$ cat config.mk
export PLATFORM = sky130hd
export DESIGN_NAME = cnn_fmap_window_gen
export DESIGN_NICKNAME = d
export VERILOG_FILES = /design/src/rtl/cnn_fmap_window_gen_pkg.sv /design/src/rtl/cnn_fmap_window_gen_line_buffer.sv /design/src/rtl/cnn_fmap_window_gen.sv
export SDC_FILE = /design/constraint.sdc
export NUM_CORES = 1
export LEC_CHECK = 0
export CAP_MARGIN = 30
export CORE_ASPECT_RATIO = 0.7
export CORE_MARGIN = 4
export CORE_UTILIZATION = 25
export CTS_CLUSTER_DIAMETER = 100
export CTS_CLUSTER_SIZE = 28
export DETAILED_ROUTE_END_ITERATION = 8
export GPL_ROUTABILITY_DRIVEN = 0
export PLACE_DENSITY = 0.49
export SYNTH_ARGS = -nofsm -noshare
export SYNTH_HDL_FRONTEND = slang
export SYNTH_SLANG_ARGS = --single-unit
$ cat constraint.sdc
create_clock -name clk -period 14 [get_ports clk]
set_input_delay 2.8 -clock clk [delete_from_list [all_inputs] [get_ports clk]]
set_output_delay 2.8 -clock clk [all_outputs]
set_load 0.01 [all_outputs]
$ cat src/rtl/cnn_fmap_window_gen_pkg.sv
// Shared kernel geometry for the CNN fmap datapath (kernel size, pixel width, image size).
// The kernel array and the window generator both take their defaults from here so they agree.
package cnn_fmap_window_gen_pkg;

  localparam int KX_DEF     = 3;
  localparam int KY_DEF     = 3;
  localparam int I_F_BW_DEF = 8;
  localparam int IW_DEF     = 8;
  localparam int IH_DEF     = 8;

  // Counter width that stays legal for degenerate one-entry ranges.
  function automatic int cnt_width(input int n);
    return (n > 1) ? $clog2(n) : 1;
  endfunction

endpackage

$ cat src/rtl/cnn_fmap_window_gen_line_buffer.sv
// Delay line of exactly DEPTH accepted samples; o_dout is the sample shifted in DEPTH shifts ago.
// Contents are never reset: the window generator never exposes a tap before it is refilled.
module cnn_fmap_window_gen_line_buffer
  import cnn_fmap_window_gen_pkg::*;
#(
  parameter int DEPTH = IW_DEF,
  parameter int BW    = I_F_BW_DEF
) (
  input  logic          clk,
  input  logic          i_shift,
  input  logic [BW-1:0] i_din,
  output logic [BW-1:0] o_dout
);

  logic [BW-1:0] sr_q [DEPTH];

  always_ff @(posedge clk) begin
    if (i_shift) begin
      sr_q[0] <= i_din;
      for (int i = 1; i < DEPTH; i++) begin
        sr_q[i] <= sr_q[i-1];
      end
    end
  end

  assign o_dout = sr_q[DEPTH-1];

endmodule

$ cat src/rtl/cnn_fmap_window_gen.sv
// Sliding KX x KY window generator: raster pixel stream in, one packed window per valid position out.
// Stride 1, no padding, no backpressure; window appears the cycle after the accepting edge.
module cnn_fmap_window_gen
  import cnn_fmap_window_gen_pkg::*;
#(
  parameter int KX     = KX_DEF,
  parameter int KY     = KY_DEF,
  parameter int I_F_BW = I_F_BW_DEF,
  parameter int IW     = IW_DEF,
  parameter int IH     = IH_DEF
) (
  input  logic                     clk,
  input  logic                     reset,
  input  logic                     i_soft_reset,
  input  logic                     i_in_valid,
  input  logic [I_F_BW-1:0]        i_in_pixel,
  output logic                     o_ot_valid,
  output logic [KX*KY*I_F_BW-1:0]  o_ot_fmap,
  output logic                     o_frame_done
);

  localparam int CW = cnt_width(IW);
  localparam int RW = cnt_width(IH);

  logic          clear;
  logic          accept;
  logic [CW-1:0] col_q, col_d;
  logic [RW-1:0] row_q, row_d;
  logic          valid_q, valid_d;
  logic          done_q, done_d;
  logic          col_last;
  logic          row_last;

  logic [I_F_BW-1:0] win_q [KY][KX];
  logic [I_F_BW-1:0] win_d [KY][KX];

  // lb_tap[k] is the pixel from k rows above the incoming one at the same column.
  logic [I_F_BW-1:0] lb_tap [KY];

  assign clear  = reset | i_soft_reset;
  assign accept = i_in_valid & ~clear;

  assign lb_tap[0] = i_in_pixel;

  genvar gi, gj;
  generate
    for (gi = 0; gi < KY-1; gi++) begin : g_lb
      cnn_fmap_window_gen_line_buffer #(
        .DEPTH (IW),
        .BW    (I_F_BW)
      ) u_lb (
        .clk     (clk),
        .i_shift (accept),
        .i_din   (lb_tap[gi]),
        .o_dout  (lb_tap[gi+1])
      );
    end
  endgenerate

  assign col_last = (col_q == CW'(IW-1));
  assign row_last = (row_q == RW'(IH-1));

  always_comb begin
    col_d   = col_q;
    row_d   = row_q;
    valid_d = 1'b0;
    done_d  = 1'b0;
    if (accept) begin
      valid_d = (row_q >= RW'(KY-1)) && (col_q >= CW'(KX-1));
      done_d  = row_last && col_last;
      if (col_last) begin
        col_d = '0;
        row_d = row_last ? '0 : row_q + RW'(1);
      end else begin
        col_d = col_q + CW'(1);
      end
    end
  end

  // Shift every window row left by one; the new right column comes from the line-buffer taps.
  always_comb begin
    win_d = win_q;
    for (int ky = 0; ky < KY; ky++) begin
      for (int kx = 0; kx < KX-1; kx++) begin
        win_d[ky][kx] = win_q[ky][kx+1];
      end
      win_d[ky][KX-1] = lb_tap[KY-1-ky];
    end
  end

  always_ff @(posedge clk) begin
    if (clear) begin
      col_q   <= '0;
      row_q   <= '0;
      valid_q <= 1'b0;
      done_q  <= 1'b0;
      for (int ky = 0; ky < KY; ky++) begin
        for (int kx = 0; kx < KX; kx++) begin
          win_q[ky][kx] <= '0;
        end
      end
    end else begin
      col_q   <= col_d;
      row_q   <= row_d;
      valid_q <= valid_d;
      done_q  <= done_d;
      if (accept) begin
        win_q <= win_d;
      end
    end
  end

  generate
    for (gi = 0; gi < KY; gi++) begin : g_pack_row
      for (gj = 0; gj < KX; gj++) begin : g_pack_col
        assign o_ot_fmap[(gi*KX+gj)*I_F_BW +: I_F_BW] = win_q[gi][gj];
      end
    end
  endgenerate

  assign o_ot_valid   = valid_q;
  assign o_frame_done = done_q;

endmodule

# Word level (Yosys, flattened, before mapping)
# Memories as Yosys holds them, arrays and structs flattened. A register that Yosys moved wholly into a read port is not among the register bits.
# Index checks and enable logic that the tools add are counted.
# totals
register_bits,72
ram_bits,128
out_inout_bits,74
elab_cells,32
n_memories,2
# op_classes
add_sub_neg,2
n_lt_le_gt_ge,2
n_eq_ne,2
mux,4
bitwise_logic,4
n_reduce_logical,4
# memory_table
name,depth,width,rd,rd_ports_with_merged_regs,wr,line,rtl
g_lb[0].u_lb.sr_q,8,8,8,0,8,cnn_fmap_window_gen_line_buffer.sv:15,logic [BW-1:0] sr_q [DEPTH];
g_lb[1].u_lb.sr_q,8,8,8,1,8,cnn_fmap_window_gen_line_buffer.sv:15,
# op_table
cell,n
"3-bit by 1-bit adder with 3-bit output, second input constant",2
"3-bit equality test, second input constant",2
"3-bit by 2-bit greater-or-equal comparator with 1-bit output, second input constant",2
3-bit two-way mux,2
1-bit logical AND,2
1-bit two-way mux,2
1-bit inverter,2
2-bit AND reduction,1
2-bit OR reduction,1
1-bit AND,1
1-bit bitwise OR,1

# Longest topological paths before layout
# logic_depth
ltp_word,5
depth_mapped,5
mapped_depth_nobuf,4

# Cells and area by module
# Synthesis repeated with hierarchy kept, for this count alone.
# hier_totals
cells_unflattened,415
area_unflattened_um2,6906.6
# by_module_without_submodules
module,n_inst,cells_each,area_each_um2,seq_area_each_um2
cnn_fmap_window_gen_line_buffer,2,72,1981.9,1921.8
cnn_fmap_window_gen,1,271,2942.8,1601.5

# Worst setup path after synthesis
# Ideal clock, no wire load.
# synth_timing
path_type,input -> register
from,input i_in_valid
to,memory g_lb[0].u_lb.sr_q[0][0] in the netlist's numbering (enable)
setup_time_ns,0.594
t_arrival_ns,7.863
t_required_ns,13.406
setup_slack_ns,5.543
cell_stages,2
path_buffers,1
path_cell_list,buf_4 > nor3b_2
# synth_rtl
item,line,rtl
from (decl),cnn_fmap_window_gen.sv:15,"input logic i_in_valid,"
to (decl),cnn_fmap_window_gen_line_buffer.sv:15,

==> results.cfg <==
[run_status]
status = finished clean

[sta]
fmax_mhz = 205
setup_viol = 0
fin_crit_sh = 0.348
clock_skew_ns = 0.0268
tns_ns = 0
slew_headroom = 0.456
final-hold-violation-count = 0
maxSlewViolCount = 0
rsz0062_at_grt = no
min_period_ns = 4.87
worst_slew_pin_slew_ns = 0.816

[detailed_routing]
wl_per_cell_um = 13.4
drt_iter0_drc = 178
route.detailed.drc = 0
firstDrtPassIters = 4
ant_nets = 0
vias = 3292
drt-total-wl_um = 11500
vias_per_cell = 3.86

[clocking]
root_buffer = clkbuf_16
clock_sinks = 208
cts_max_level = 1
clk_latency_ns = 0.46
numCtsBuffers = 11
cts_tree = built
cts_buffer_depth = 3
clkSlewWorstSetupHoldPaths_ns = 0.10
cts_hold_buf = 0
cts_resized = 0
cts_setup_buffers = 0

[pwr]
p_switching_uw = 211
power_density_nw_per_um2 = 123
vdd_drop_max_mv = 0.0585
p_int_uw = 827
p_sw_frac = 0.203
p_leak_uw = 0.00289
clkPwrFrac = 0.322
power.total_uw = 1040
comb_power_share = 0.038
seqPwrFrac = 0.640

[critical_path]
crit_required_ns = 14.15
cp.arrival_ns = 5.02
r2r_setup_slack_ns = 12.62
setup.worst_path.end_class = flip-flop
crit_path_end = g_lb[0].u_lb.sr_q[0][21]
critPathMaxFanout = 47
r2r-start = col_q[0]
worstSetupPathType = primary input to flip-flop
cp-start-kind = primary input
cp-startpoint = i_in_valid
reg2reg_depth = 4
reg2reg_to = col_q[0]

[yosys]
syn_avg_cell_area_sq_um = 17.2
syn_inst = 398
syn-num-nets = 415
netlist_area_sq_um = 6840
synth_edf_count = 128
ys.flop_type = edfxtp_1
synth.distinct_cells = 25
synth-async-reset-ratio = 0
yosysSeqAreaShare = 0.797
ys_ff_latch = 208
ys_warn_count = 0

[hold_path]
hp-class = flip-flop to flip-flop

[layout]
nets = 501
final_util = 0.314
n_antenna_cell = 0
final_common_cell = edfxtp_1
area_growth_pct = 23.1
multiInputGateArea_sq_um = 1270
seqCellArea_sq_um = 5450
layout_common_cells = edfxtp_1 (128), clkdlybuf4s50_1 (84), dfxtp_1 (80)
fillers = 2649
drive_above_1_share = 0.0922

[die]
core_area_sq_um = 26800
rows = 50
die_h_um = 146
start_util = 0.255
die_area_sq_um = 30100
ios = 86
die_x_um = 206

[placement]
portBuffers = 85
dp_hpwl_um = 7170

[global_routing]
grt_max_degree = 79
grt_pass1_vias = 3301
grt_pass1_wl_um = 18100
track_usage = 0.0739
overflow = 0
antenna_found_initial = 0

[job]
drv_cap = 0
how the worst min path moves through the flow:
stage               cells past startpoint                        to  slack (ns)                     start
finish                                  0   g_lb[0].u_lb.sr_q[1][6]        0.42  g_lb[0].u_lb.sr_q[0][30]
CTS                                     0  g_lb[0].u_lb.sr_q[1][18]        0.42  g_lb[0].u_lb.sr_q[1][10]
global route                            0   g_lb[1].u_lb.sr_q[1][1]        0.43   g_lb[1].u_lb.sr_q[0][1]
floorplan                               0  g_lb[0].u_lb.sr_q[0][10]        0.40   g_lb[0].u_lb.sr_q[0][2]
detailed placement                      0  g_lb[0].u_lb.sr_q[0][13]        0.40   g_lb[0].u_lb.sr_q[0][5]
global placement                        0  g_lb[0].u_lb.sr_q[1][11]        0.40   g_lb[0].u_lb.sr_q[1][3]
flip-flops by register name, summed over array words and instances, names as in the netlist:
name / cells
col_q: 3
g_lb.u_lb.sr_q: 128
o_frame_done: 1
o_ot_fmap: 72
o_ot_valid: 1
row_q: 3
Yosys cell counts, types with 3 or more instances:
cell type    n  share of area
a21oi_1      4         0.0029
buf_6        3         0.0049
nor2_1      55          0.030
ha_1         5         0.0092
edfxtp_1   128           0.56
dfxtp_1     80           0.23
buf_4        6         0.0066
mux2i_1     73           0.11
clkbuf_1     4         0.0022
nor2_2      20          0.018
buf_2        4         0.0029
a21bo_2      3         0.0044
layout make-up:
| class | instances | area share |
|---|---|---|
| clock buffer | 16 | 0.0349 |
| clock inverter | 1 | 0.00193 |
| inverter | 1 | 0.000446 |
| multi-input combinational | 171 | 0.151 |
| sequential | 208 | 0.647 |
| tap | 364 | 0.0541 |
| timing repair buffer | 91 | 0.110 |
logic make-up (layout without fill, tap and decap cells):
logic type	count (synthesis)	in the layout	synth area share
flops	208	208	0.797
simple gates	85	85	0.0599
mux	73	73	0.107
buf+inv	19	109	0.0183
compound gates	8	8	0.00915
fa+ha+maj	5	5	0.00915
through the flow:
| step | cells | worst slack, ns | hold slack [ns] | cell area (sq um) |
|---|---|---|---|---|
| final | 852 | 9.13 | 0.420 | 8410 |
| after global routing | 852 | 8.93 | 0.426 | 8410 |
| after CTS | 851 | 9.10 | 0.419 | 8390 |
| after detailed placement | 834 | 8.61 | 0.405 | 8080 |
| after global placement | 833 | 8.57 | 0.401 | 8060 |
| after floorplan | 398 | 5.54 | 0.400 | 6840 |
power groups by stage:
| stage | sequential (uW) | combinational, uW | clock [uW] |
|---|---|---|---|
| floorplan | 680 | 23.8 | 0 |
| global placement | 678 | 37.6 | 0 |
| detailed placement | 678 | 39.1 | 0 |
| CTS | 664 | 39.2 | 353 |
| global route | 665 | 42.7 | 374 |
| finish | 664 | 39.1 | 334 |
worst max-delay path, cell delays in order:
cell and delay (ns):
buf_4 0.47, nor3b_4 0.29, buf_4 0.45, buf_4 0.58, buf_12 0.32
routing by layer:
metal,part of all wire,up-vias,GRT usage
li1,-,1592,-
met1,0.45,1608,0.0954
met2,0.45,77,0.119
met3,0.076,15,0.0291
met4,0.017,0,0.0154
met5,0,-,0
Note: power is estimated with default switching activity, not from simulation.
